File: config.mk
export PLATFORM = sky130hd
export DESIGN_NAME = tri_feeder
export DESIGN_NICKNAME = d
export VERILOG_FILES = /design/src/rtl/raster_pkg.sv /design/src/rtl/tri_feeder_vertex_xform.sv /design/src/rtl/tri_feeder.sv
export SDC_FILE = /design/constraint.sdc
export NUM_CORES = 1
export LEC_CHECK = 0
export CORE_ASPECT_RATIO = 1.25
export CORE_UTILIZATION = 35
export DETAILED_ROUTE_END_ITERATION = 10
export GPL_TIMING_DRIVEN = 0
export PLACE_DENSITY = 0.61
export SKIP_LAST_GASP = 1
export SYNTH_ARGS = -nofsm -noshare
export SYNTH_HDL_FRONTEND = slang
export SYNTH_SLANG_ARGS = --single-unit
File: constraint.sdc
create_clock -name clk_in -period 3.4 [get_ports clk_in]
set_input_delay 0.51 -clock clk_in [delete_from_list [all_inputs] [get_ports clk_in]]
set_output_delay 0.51 -clock clk_in [all_outputs]
set_load 0.005 [all_outputs]
File: src/rtl/raster_pkg.sv
// Shared types for the triangle feeder: screen and model coordinates, the
// packing of one triangle in the ROM word, and the feeder FSM states.
package raster_pkg;

  typedef logic [8:0]        coord_t;
  typedef logic signed [9:0] mcoord_t;

  // Screen-space vertex: [2]=x, [1]=y, [0]=z.
  typedef coord_t [2:0] vert_t;

  typedef struct packed {
    mcoord_t x;
    mcoord_t y;
    mcoord_t z;
  } mvert_t;

  typedef enum logic [2:0] {
    S_IDLE,
    S_FETCH,
    S_XFORM,
    S_WAIT_RDY,
    S_HOLD
  } feeder_state_t;

  localparam int COORD_BITS = 10;
  localparam int VERT_BITS  = 3 * COORD_BITS;
  localparam int TRI_BITS   = 3 * VERT_BITS;
  localparam int X_LSB      = 2 * COORD_BITS;
  localparam int Y_LSB      = COORD_BITS;
  localparam int Z_LSB      = 0;
  localparam int ADDR_BITS  = 10;
  localparam logic signed [10:0] Z_MAX = 11'sd511;

  // ROM word is {v3,v2,v1}, so vertex n sits at n*VERT_BITS.
  function automatic mvert_t unpack_vert(input logic [TRI_BITS-1:0] word, input int n);
    logic [VERT_BITS-1:0] v;
    mvert_t r;
    v   = word[n*VERT_BITS +: VERT_BITS];
    r.x = v[X_LSB +: COORD_BITS];
    r.y = v[Y_LSB +: COORD_BITS];
    r.z = v[Z_LSB +: COORD_BITS];
    return r;
  endfunction

  function automatic coord_t clamp_coord(input logic signed [10:0] v,
                                         input logic signed [10:0] hi);
    coord_t r;
    if (v[10])       r = '0;
    else if (v > hi) r = hi[8:0];
    else             r = v[8:0];
    return r;
  endfunction

endpackage

File: src/rtl/tri_feeder_vertex_xform.sv
// Offset-and-clamp for one model-space vertex. Purely combinational so the
// feeder can register all three transformed vertices in a single cycle.
module vertex_xform
  import raster_pkg::*;
#(
  parameter int WIDTH  = 360,
  parameter int HEIGHT = 360
) (
  input  mvert_t  i_vert,
  input  mcoord_t i_x_off,
  input  mcoord_t i_y_off,
  output vert_t   o_vert
);

  localparam logic signed [10:0] X_MAX = 11'(WIDTH - 1);
  localparam logic signed [10:0] Y_MAX = 11'(HEIGHT - 1);

  logic signed [10:0] w_x_sum;
  logic signed [10:0] w_y_sum;
  logic signed [10:0] w_z_ext;

  // 11-bit sums of two 10-bit signed operands can never overflow.
  assign w_x_sum = {i_vert.x[9], i_vert.x} + {i_x_off[9], i_x_off};
  assign w_y_sum = {i_vert.y[9], i_vert.y} + {i_y_off[9], i_y_off};
  assign w_z_ext = {i_vert.z[9], i_vert.z};

  assign o_vert[2] = clamp_coord(w_x_sum, X_MAX);
  assign o_vert[1] = clamp_coord(w_y_sum, Y_MAX);
  assign o_vert[0] = clamp_coord(w_z_ext, Z_MAX);

endmodule

File: src/rtl/tri_feeder.sv
// Triangle feeder: walks the object's triangle ROM once per frame, offsets and
// clamps each vertex, and hands triangles to the rasterizer one at a time.
// Define BACKFACE_CULL_EN to drop back-facing triangles and expose cull_count.
module tri_feeder
  import raster_pkg::*;
#(
  parameter int WIDTH       = 360,
  parameter int HEIGHT      = 360,
  parameter int NUM_TRIS    = 64,
  parameter int MEM_LATENCY = 2
) (
  input  logic                 clk_in,
  input  logic                 rst_in,
  input  logic                 new_frame,
  input  mcoord_t              x_off,
  input  mcoord_t              y_off,
  output logic [ADDR_BITS-1:0] mem_addr,
  input  logic [TRI_BITS-1:0]  mem_data,
  input  logic                 rast_ready,
  output vert_t                vert1,
  output vert_t                vert2,
  output vert_t                vert3,
  output logic                 valid_tri,
  output logic                 obj_done,
  output logic                 busy,
  output logic                 frame_overrun
`ifdef BACKFACE_CULL_EN
  ,
  output logic [10:0]          cull_count
`endif
);

  localparam bit HAS_TRIS = (NUM_TRIS > 0);
  localparam int LAST_I   = HAS_TRIS ? NUM_TRIS - 1 : 0;
  localparam logic [ADDR_BITS-1:0] LAST_IDX = LAST_I[ADDR_BITS-1:0];
  localparam int LAT_W    = $clog2(MEM_LATENCY + 1) + 1;
  localparam logic [LAT_W-1:0] LAT_END = LAT_W'(MEM_LATENCY);

  feeder_state_t         r_state;
  feeder_state_t         w_next_state;
  logic [ADDR_BITS-1:0]  r_idx;
  logic [LAT_W-1:0]      r_lat;
  mcoord_t               r_x_off;
  mcoord_t               r_y_off;
  logic [TRI_BITS-1:0]   r_raw;
  vert_t                 r_vert1;
  vert_t                 r_vert2;
  vert_t                 r_vert3;
  logic                  r_overrun;

  logic                  w_last;
  logic                  w_accept;
  logic                  w_cull;
  mvert_t                w_raw1;
  mvert_t                w_raw2;
  mvert_t                w_raw3;
  vert_t                 w_xf1;
  vert_t                 w_xf2;
  vert_t                 w_xf3;

  assign w_last   = (r_idx == LAST_IDX);
  assign w_accept = new_frame && HAS_TRIS;

  assign w_raw1 = unpack_vert(r_raw, 0);
  assign w_raw2 = unpack_vert(r_raw, 1);
  assign w_raw3 = unpack_vert(r_raw, 2);

  vertex_xform #(.WIDTH(WIDTH), .HEIGHT(HEIGHT)) u_xf1 (
    .i_vert (w_raw1),
    .i_x_off(r_x_off),
    .i_y_off(r_y_off),
    .o_vert (w_xf1)
  );

  vertex_xform #(.WIDTH(WIDTH), .HEIGHT(HEIGHT)) u_xf2 (
    .i_vert (w_raw2),
    .i_x_off(r_x_off),
    .i_y_off(r_y_off),
    .o_vert (w_xf2)
  );

  vertex_xform #(.WIDTH(WIDTH), .HEIGHT(HEIGHT)) u_xf3 (
    .i_vert (w_raw3),
    .i_x_off(r_x_off),
    .i_y_off(r_y_off),
    .o_vert (w_xf3)
  );

`ifdef BACKFACE_CULL_EN
  logic signed [9:0]  w_dx21;
  logic signed [9:0]  w_dy31;
  logic signed [9:0]  w_dy21;
  logic signed [9:0]  w_dx31;
  logic signed [19:0] w_p1;
  logic signed [19:0] w_p2;
  logic signed [20:0] w_area;
  logic [10:0]        r_cull_count;

  // Signed area on clamped coords; zero or negative means back-facing or degenerate.
  assign w_dx21 = $signed({1'b0, w_xf2[2]}) - $signed({1'b0, w_xf1[2]});
  assign w_dy31 = $signed({1'b0, w_xf3[1]}) - $signed({1'b0, w_xf1[1]});
  assign w_dy21 = $signed({1'b0, w_xf2[1]}) - $signed({1'b0, w_xf1[1]});
  assign w_dx31 = $signed({1'b0, w_xf3[2]}) - $signed({1'b0, w_xf1[2]});
  assign w_p1   = w_dx21 * w_dy31;
  assign w_p2   = w_dy21 * w_dx31;
  assign w_area = {w_p1[19], w_p1} - {w_p2[19], w_p2};
  assign w_cull = (w_area[20] || (w_area == '0)) && !w_last;

  always_ff @(posedge clk_in) begin
    if (rst_in) begin
      r_cull_count <= '0;
    end else if (r_state == S_IDLE && w_accept) begin
      r_cull_count <= '0;
    end else if (r_state == S_XFORM && w_cull) begin
      r_cull_count <= r_cull_count + 1'b1;
    end
  end

  assign cull_count = r_cull_count;
`else
  assign w_cull = 1'b0;
`endif

  always_ff @(posedge clk_in) begin
    if (rst_in) begin
      r_state <= S_IDLE;
    end else begin
      r_state <= w_next_state;
    end
  end

  always_comb begin
    w_next_state = r_state;
    case (r_state)
      S_IDLE:     if (w_accept) w_next_state = S_FETCH;
      S_FETCH:    if (r_lat == LAT_END) w_next_state = S_XFORM;
      S_XFORM:    w_next_state = w_cull ? S_HOLD : S_WAIT_RDY;
      S_WAIT_RDY: if (rast_ready) w_next_state = S_HOLD;
      S_HOLD:     w_next_state = w_last ? S_IDLE : S_FETCH;
      default:    w_next_state = S_IDLE;
    endcase
  end

  // The valid pulse is taken straight from rast_ready; HOLD then masks its stale copy.
  always_comb begin
    valid_tri = 1'b0;
    obj_done  = 1'b0;
    busy      = (r_state != S_IDLE);
    if (r_state == S_WAIT_RDY && rast_ready && !rst_in) begin
      valid_tri = 1'b1;
      obj_done  = w_last;
    end
  end

  always_ff @(posedge clk_in) begin
    if (rst_in) begin
      r_idx     <= '0;
      r_lat     <= '0;
      r_x_off   <= '0;
      r_y_off   <= '0;
      r_raw     <= '0;
      r_vert1   <= '0;
      r_vert2   <= '0;
      r_vert3   <= '0;
      r_overrun <= 1'b0;
    end else begin
      if (new_frame && r_state != S_IDLE) begin
        r_overrun <= 1'b1;
      end
      case (r_state)
        S_IDLE: begin
          if (w_accept) begin
            r_idx   <= '0;
            r_lat   <= '0;
            r_x_off <= x_off;
            r_y_off <= y_off;
          end
        end
        S_FETCH: begin
          if (r_lat == LAT_END) begin
            r_raw <= mem_data;
          end else begin
            r_lat <= r_lat + 1'b1;
          end
        end
        S_XFORM: begin
          r_vert1 <= w_xf1;
          r_vert2 <= w_xf2;
          r_vert3 <= w_xf3;
        end
        S_HOLD: begin
          if (!w_last) begin
            r_idx <= r_idx + 1'b1;
            r_lat <= '0;
          end
        end
        default: ;
      endcase
    end
  end

  assign mem_addr      = r_idx;
  assign vert1         = r_vert1;
  assign vert2         = r_vert2;
  assign vert3         = r_vert3;
  assign frame_overrun = r_overrun;

endmodule

; ---- Yosys cells after proc, flatten, opt, wreduce, memory -nomap -nowiden
; Index checks and enable logic that the tools add are counted.
[word_totals]
latchBits = 0
ff_bits = 208
mem_bits_rw = 0
n_memories = 0
elab_cells = 89
inputBits = 114
romBits = 0
[classes]
eq_ne = 11
addsub = 8
div = 0
order_cmp = 9
shifts = 0
n_reduce_logical = 13
n_mux = 32
n_mul = 0
n_bitwise = 0
[op_table]
columns = cell, n
row1 = $mux 9, 18
row2 = $add 10x10->11, 6
row3 = $gt 11x10->1 const B, 6
row4 = $gt 10x10->1 const B, 3
row5 = $mux 10, 2
row6 = $pmux 10 s2, 1
row7 = $mux 3, 6
row8 = $pmux 3 s5, 1
row9 = $add 10x1->10 const B, 1
row10 = $eq 10x6->1 const B, 1
row11 = $ne 2x2->1 const B, 5
row12 = $eq 3x2->1 const B, 3
row13 = $pmux 3 s3, 1
row14 = $reduce_and 3->1, 2
row15 = $reduce_bool 3->1, 2
row16 = $reduce_and 2->1, 2
row17 = $reduce_and 4->1, 1
row18 = $add 3x1->3 const B, 1
row19 = $eq 3x1->1 const B, 1
row20 = $eq 3x3->1 const B, 1
row21 = $logic_and 1x1->1, 3
row22 = $logic_not 3->1, 1
row23 = $mux 1, 3
row24 = $reduce_bool 2->1, 1
row25 = $logic_not 1->1, 1

; ---- Depth between registers and ports, before layout
; Gate-level depths: netlist (run 1).
[depth]
word_depth = 4
depth_mapped = 9
depth_no_buf = 9

; ---- Hierarchy
; From an unflattened synthesis (run 1), not the netlist that was laid out.
[unflattened]
cells_unflattened = 1441
hier_area_um2 = 11299.6
[by_module_without_submodules]
columns = mod, instances, cells_per_inst, seq_area_each_um2, area_each_um2
row1 = tri_feeder, 1, 941, 4164.0, 7454.6
row2 = vertex_xform at u_xf2 ..., 2, 167, 0.0, 1298.7
row3 = vertex_xform at u_xf1, 1, 166, 0.0, 1247.4

; ---- Least setup slack after synthesis (run 1)
; OpenSTA, ideal clock, no wires.
[synth_timing]
path_kind = reg-to-reg
start = register r_y_off[0]
end = register r_vert3 (netlist bit vert3[11])
slack_ns = 0.844
arrival_ns = 2.424
path_buffers = 0
stages_incl_launch_ff = 10
synth_period_minus_slack_ns = 2.556
required_ns = 3.268
path_cell_list = dfxtp_1 -> ha_1 -> fa_1 -> a211oi_2 -> nor2_1 -> o41a_1 -> o31a_1 -> a31oi_4 -> a31o_2 -> a21oi_1
[synth_via]
elab_chain_cells = 4
[synth_rtl]
columns = element, line
row1 = from (decl), tri_feeder.sv:44  ; mcoord_t r_y_off;
row2 = from (signal assigned), tri_feeder.sv:176  ; r_y_off <= y_off;
row3 = $add 10x10->11 *, tri_feeder_vertex_xform.sv:24  ; assign w_y_sum = {i_vert.y[9], i_vert.y} + {i_y_off[9], i_y_off};
row4 = $gt 11x10->1, raster_pkg.sv:49  ; else if (v > hi) r = hi[8:0];
row5 = $mux 9, raster_pkg.sv:49
row6 = $mux 9 *, raster_pkg.sv:48  ; if (v[10]) r = '0;
row7 = to (signal assigned), tri_feeder.sv:189  ; r_vert3 <= w_xf3;
row8 = to (decl), tri_feeder.sv:48  ; vert_t r_vert3;
; Mark *: on every way between the ends. The rest lies on a longest branch, timed or not.
; A chain may end at the register's enable or synchronous reset.

; ---- Worst setup path after layout (run 1)
[layout_timing]
start = register r_state[0]
end = output obj_done
[layout_via]
elab_chain_cells = 4
[layout_rtl]
columns = element, line
row1 = from (decl), tri_feeder.sv:39  ; feeder_state_t r_state;
row2 = from (signal assigned), tri_feeder.sv:128  ; r_state <= w_next_state;
row3 = $eq 3x2->1, tri_feeder.sv:149  ; if (r_state == S_WAIT_RDY && rast_ready && !rst_in) begin
row4 = $logic_and 1x1->1 (2 in series), tri_feeder.sv:149
row5 = $mux 1, tri_feeder.sv:149
row6 = to (decl), tri_feeder.sv:24  ; output logic obj_done,
; Every way passes these cells.

==> flow_metrics.py, run 1 <==
metrics = {
    "placement": {
        "port_buffers": 207,
        "placed_cell_area_um2": 12800,
        "pre_cts_slack_ns": 0.541,
        "gp_congestion": 0.896,
        "dp_hpwl_um": 24300,
    },
    "cells_and_area": {
        "drive_gt1_share_pct": 3.74,
        "stdcell_area_um2": 13500,
        "layout_commonest_cell": "nand2_1",
        "final_cell_mix": "nand2_1 (272), dfxtp_1 (208), clkdlybuf4s50_1 (207)",
        "fin_util_pct": 47.3,
        "syn_to_final_growth_pct": 32.7,
        "nNetsFinal": 1638,
    },
    "critical_path": {
        "cp.required_ns": 2.89,
        "path_class": "flop to output pin",
        "critPathTopFamily": "simple AND/OR/NAND/NOR gates",
        "end_kind": "output pin",
        "worstPathMaxFanout": 9,
        "cp-start-kind": "flop",
        "critical_path_buf_inv_count": 2,
        "slowest_delay_ns": 0.49,
        "worstPathArrival_ns": 2.55,
        "crit_slowest_cell": "clkdlybuf4s50_1",
        "crit_chain": "clkbuf_1 -> nand2_1 -> nor4b_1 -> and3_1 -> clkdlybuf4s50_1",
    },
    "clocking": {
        "hold_buffers": 0,
        "cts_tree": "done",
        "cts.sinks": 208,
        "cts_max_level": 1,
        "post_cts_buffers": 0,
        "cts-resized-gates": 0,
        "cts-root-buf": "clkbuf_16",
        "clock_path_buffers": 3,
        "insertion_delay_ns": 0.51,
        "cts_inserted_buffers": 22,
        "clkTransAtPathRegs_ns": 0.06,
    },
    "yosys": {
        "synth-seq-cells": 208,
        "synth_top_area_cell": "dfxtp_1",
        "syn-num-nets": 1406,
        "synth_edf_count": 0,
        "synth_ff_type": "dfxtp_1",
        "synthTopCellsByArea": "dfxtp_1 (41%), nand2_1 (10%), a21oi_1 (10%), ha_1 (7.7%), xnor2_1 (2.7%)",
        "synthArstFlopShare_pct": 0,
        "yosys.area.top_type_share_pct": 40.8,
        "ys_seq_area_share_pct": 40.8,
        "avgSynthCellArea_um2": 8.34,
        "syn_area_um2": 10200,
        "yosysUniqueCellTypes": 69,
        "syn_inst": 1223,
        "synth_warnings": 0,
    },
    "floorplan": {
        "io_pins": 209,
        "start_util_pct": 35.7,
        "floorplan.die.height_um": 193,
        "rows": 69,
        "fp.dieArea_um2": 29800,
        "core_area_um2": 28600,
        "dieWidth_um": 155,
    },
    "sta": {
        "layout_min_cycle_time_ns": 3.06,
        "relSlewSlack_pct": 35.0,
        "final-hold-violation-count": 0,
        "period_share_pct": 90.0,
        "maxSlewViolCount": 0,
        "totalNegativeSetupSlack_ns": 0,
        "rsz0062_at_grt": "false",
        "fmax_ghz": 0.327,
        "setup_viol": 0,
        "tightest_slew_ns": 0.973,
        "setup_ws_ns": 0.339,
        "finClkSkew_ns": 0.0172,
    },
    "power": {
        "ir_drop_v": 0.000238,
        "cellPowerDensity_nw_per_um2": 424,
        "p_leak_nw": 5.15,
    },
    "grt": {
        "grt_pass1_vias": 8923,
        "grt_use_total_pct": 20.8,
        "grt-ovfl-total": 0,
        "grt_max_degree": 15,
        "antenna_found_initial": 2,
        "grt_pass1_wl_um": 48000,
    },
    "routing": {
        "dr_total_vias": 9439,
        "drtIter0Drc": 389,
        "drtAntennaViolNets": 0,
        "drc_errors": 0,
        "wirelength_um": 31200,
        "dr.pass1.iters": 4,
        "via_per_inst": 5.07,
        "wl_per_cell_um": 16.7,
    },
    "flow_run": {
        "max_cap_violations": 0,
    },
    "worst_hold_path": {
        "hp-class": "flop to flop",
    },
    "run_status": {
        "status": "finished clean",
    },
}
[cell usage after synthesis (all sizes together), types with 5 or more instances]
master    n
a211oi   17
a21o     14
a21oi   204
a221o     6
a22o     11
a22oi     5
a31oi     8
and2      8
and3      5
clkbuf   58
dfxtp   208
fa        6
ha       63
inv      12
mux2i     6
nand2   273
nand2b    8
nand3     6
nor2     64
nor3     17
nor3b    31
o211ai    8
o21a     12
o21ai    30
o21bai   12
o22a      6
or3       5
xnor2    31
xor2     25
[metrics by stage]
| stage | hold slack (ns) | std cells | total power, mW |
|---|---|---|---|
| after detailed placement | 0.432 | 1821 | 3.31 |
| after floorplan | 0.432 | 1223 | 3.00 |
| after CTS | 0.441 | 1861 | 5.80 |
| final | 0.440 | 1863 | 5.74 |
| after global routing | 0.457 | 1861 | 5.98 |
| after global placement | 0.428 | 1820 | 3.30 |
[path summary, 6_finish.rpt]
path	cells after the start	slack, ns	endpoint	from
worst max register to register	8	0.52	vert2[10]	r_y_off[1]
worst max-delay path	5	0.34	obj_done	r_state[0]
worst min register to register	2	0.44	vert2[24]	vert2[24]
worst min-delay path	2	0.44	vert2[24]	vert2[24]
[worst reg2reg max path, cell delays in order, from the launching register on]
cell	delay (ns)
dfxtp_1	0.58
ha_1	0.32
a211oi_1	0.36
o211ai_1	0.14
a21oi_1	0.30
mux2i_1	0.29
o21ai_0	0.25
o21a_1	0.26
a221o_1	0.26
[power breakdown]
part,internal (mW),switching [mW],total (mW)
clock,1.48,1.00,2.48
combinational,0.311,0.379,0.690
sequential,2.50,0.0679,2.56
total,4.28,1.45,5.74
[registers in the layout, summed over array words and instances (netlist names)]
| signal | count |
|---|---|
| r_x_off | 10 |
| vert2 | 27 |
| r_y_off | 10 |
| r_state | 3 |
| vert3 | 27 |
| frame_overrun | 1 |
| r_raw | 90 |
| vert1 | 27 |
| mem_addr | 10 |
| r_lat | 3 |
[per-layer routing]
metal / GRT usage [%] / part of all wire, % / vias to the layer above
met3: 4.38 / 5.9 / 52
li1: - / - / 4797
met2: 35.4 / 47 / 247
met1: 25.7 / 44 / 4341
met4: 7.58 / 3.3 / 2
met5: 0 / 0.038 / -
[cell families after synthesis]
family | synth area share [%]
mux | 0.589
fa+ha+maj | 8.91
compound gates | 23.1
simple gates | 19.1
xor+xnor | 4.81
flops | 40.8
buf+inv | 2.69
[area by class of cell]
type	count	area (µm²)
diodes	2	5.00
plain buffers	61	229
clock buffers	30	642
clock inverters	10	106
fillers	2845	15000
inverters	12	45.0
multi-input cells	942	5760
flip-flops and latches	208	4160
well taps	390	488
repair buffers	208	2090
(Power assumes the default switching activity.)
==> run 2, diff against run 1 <==
==> constraint.sdc (replaced) <==
create_clock -name clk_in -period 3.15 [get_ports clk_in]
set_input_delay 0.4725 -clock clk_in [delete_from_list [all_inputs] [get_ports clk_in]]
set_output_delay 0.4725 -clock clk_in [all_outputs]
set_load 0.005 [all_outputs]
==> run 2 against run 1 <==
Compared with the run above:
- cell area about the same
- worst hold slack about the same
- global-route usage unchanged
- wire length decreased by 0.30%
- critical path depth increased by 3
- register-to-register slack got worse by 0.24 ns
- via count about the same
- critical path type is now flop to flop
==> flow_metrics.py, run 2 (synthesized netlist as in run 1, its figures left out) <==
metrics = {
    "critical_path": {
        "cp-startpoint": "r_y_off[1]",
        "r2r_cells": 8,
        "path_class": "flop to flop",
        "crit_slowest_cell": "dfxtp_1",
        "worstPathMaxFanout": 7,
        "crit_chain": "ha_1 -> a211oi_1 -> o211ai_1 -> a21oi_1 -> mux2i_1 -> o21ai_0 -> o21a_1 -> a221o_1",
        "worstPathArrival_ns": 3.27,
        "cp.required_ns": 3.55,
        "crit_end": "vert2[10]",
        "end_kind": "flop",
        "crit_cells": 8,
        "rr_startpoint": "r_y_off[1]",
        "cp-start-kind": "flop",
        "critical_path_buf_inv_count": 0,
        "critPathTopFamily": "compound AO/OA/AOI/OAI gates",
        "rrSetupSlack_ns": 0.28,
        "slowest_delay_ns": 0.58,
        "reg2reg_to": "vert2[10]",
    },
    "power": {
        "p_seq_share_pct": 44.8,
        "p_switching_mw": 1.56,
        "power_frac_clock_pct": 43.2,
        "ir_drop_v": 0.000257,
        "p_comb_share_pct": 12.0,
        "p_leak_nw": 5.15,
        "p_int_mw": 4.62,
        "cellPowerDensity_nw_per_um2": 457,
        "power_switching_share_pct": 25.2,
    },
    "sta": {
        "finClkSkew_ns": 0.0176,
        "rsz0062_at_grt": "false",
        "maxSlewViolCount": 0,
        "relSlewSlack_pct": 34.7,
        "period_share_pct": 91.1,
        "setup_viol": 0,
        "final-hold-violation-count": 0,
        "fmax_ghz": 0.349,
        "tightest_slew_ns": 0.977,
        "totalNegativeSetupSlack_ns": 0,
        "layout_min_cycle_time_ns": 2.87,
    },
    "cells_and_area": {
        "drive_gt1_share_pct": 3.81,
        "nNetsFinal": 1638,
        "regMostFlops": "r_raw",
        "final_cell_mix": "nand2_1 (272), dfxtp_1 (208), clkdlybuf4s50_1 (207)",
        "layout_commonest_cell": "nand2_1",
        "fin_util_pct": 47.4,
        "nFillCells": 2844,
        "syn_to_final_growth_pct": 32.8,
        "largest_register_ffs": 90,
    },
    "clocking": {
        "cts_inserted_buffers": 22,
        "cts-root-buf": "clkbuf_16",
        "cts.sinks": 208,
        "post_cts_buffers": 0,
        "cts_tree": "done",
        "insertion_delay_ns": 0.51,
        "clkTransAtPathRegs_ns": 0.06,
        "clock_path_buffers": 3,
        "cts_max_level": 1,
    },
    "floorplan": {
        "rows": 69,
        "fp.dieArea_um2": 29800,
        "core_area_um2": 28600,
        "io_pins": 209,
        "start_util_pct": 35.7,
        "dieWidth_um": 155,
        "floorplan.die.height_um": 193,
    },
    "routing": {
        "dr_total_vias": 9437,
        "drtIter0Drc": 372,
        "drtAntennaViolNets": 0,
        "dr.pass1.iters": 4,
        "wirelength_um": 31100,
        "wl_per_cell_um": 16.7,
        "via_per_inst": 5.07,
        "drc_errors": 0,
    },
    "flow_run": {
        "max_cap_violations": 0,
    },
    "worst_hold_path": {
        "hp-class": "flop to flop",
    },
    "grt": {
        "grt_pass1_wl_um": 48000,
        "grt_pass1_vias": 8923,
        "grt-ovfl-total": 0,
        "antenna_found_initial": 2,
        "grt_max_degree": 15,
        "grt_use_total_pct": 20.8,
    },
    "placement": {
        "gp_congestion": 0.896,
        "port_buffers": 207,
        "dp_hpwl_um": 24300,
    },
    "run_status": {
        "status": "finished clean",
    },
}
[run 2: cell counts in the layout (fill, tap and decap cells not counted)]
No cell type changed its count.
[run 2: repair_timing]
action | CTS | global route
endpoints found under the hold margin | 0 | 0
gates resized for setup | 0 | 1
hold buffers | 0 | 0
setup endpoints to repair | 0 | 1
[run 2: final cells by class]
| type | count | area [µm²] | area share, % |
|---|---|---|---|
| Buffer | 61 | 229 | 1.69 |
| Clock buffer | 30 | 642 | 4.74 |
| Multi-Input combinational cell | 942 | 5770 | 42.6 |
| Sequential cell | 208 | 4160 | 30.8 |
| Inverter | 12 | 45.0 | 0.333 |
| Tap cell | 390 | 488 | 3.61 |
| Clock inverter | 10 | 106 | 0.786 |
| Antenna cell | 2 | 5.00 | 0.0370 |
| Timing Repair Buffer | 208 | 2090 | 15.4 |
[run 2: worst min-delay path by stage]
stage | start | endpoint | slack [ns] | cells after the start
floorplan | r_raw[0] | r_raw[0] | 0.43 | 2
CTS | vert2[24] | vert2[24] | 0.44 | 2
detailed placement | vert2[24] | vert2[24] | 0.43 | 2
finish | vert2[24] | vert2[24] | 0.44 | 2
global placement | vert2[24] | vert2[24] | 0.43 | 2
global route | vert2[24] | vert2[24] | 0.46 | 2
[run 2: worst register-to-register path, cell delays in order (launching register included)]
cell and delay [ns]:
dfxtp_1 0.58, ha_1 0.32, a211oi_1 0.36, o211ai_1 0.14, a21oi_1 0.30, mux2i_1 0.28
o21ai_0 0.24, o21a_1 0.26, a221o_1 0.26
[run 2: per-stage QoR]
step	power [mW]	std cells	worst slack, ns	cell area [µm²]	hold slack (ns)
2_1_floorplan	3.24	1223	0.594	10200	0.432
3_3_place_gp	3.56	1820	0.189	12800	0.428
3_5_place_dp	3.57	1821	0.291	12800	0.432
4_1_cts	6.26	1861	0.156	13500	0.441
5_1_grt	6.45	1861	0.0683	13500	0.457
6_report	6.19	1863	0.281	13500	0.440
[run 2: layer usage]
metal	share of wire, %	vias to the layer above	routed length (µm)	global-route usage (%)
li1	-	4800	-	-
met1	44	4350	13600	25.7
met2	47	233	14600	35.4
met3	6.2	52	1940	4.38
met4	3.2	2	988	7.58
met5	0.039	-	12	0
[run 2: power by group through the flow]
stage	registers [mW]	clock network, mW	logic, mW
final	2.77	2.67	0.744
after global routing	2.77	2.85	0.831
after CTS	2.77	2.74	0.751
after detailed placement	2.83	0	0.746
after global placement	2.83	0	0.738
after floorplan	2.79	0	0.443
==> run 3, diff against run 2 <==
--- a/config.mk
+++ b/config.mk
@@ -9,6 +9,7 @@
 export CORE_UTILIZATION = 35
 export DETAILED_ROUTE_END_ITERATION = 10
 export GPL_TIMING_DRIVEN = 0
+export HOLD_SLACK_MARGIN = 0.15
 export PLACE_DENSITY = 0.61
 export SKIP_LAST_GASP = 1
 export SYNTH_ARGS = -nofsm -noshare
==> results of run 3 <==
The final DEF is identical to that of run 2; final timing and power are the same.
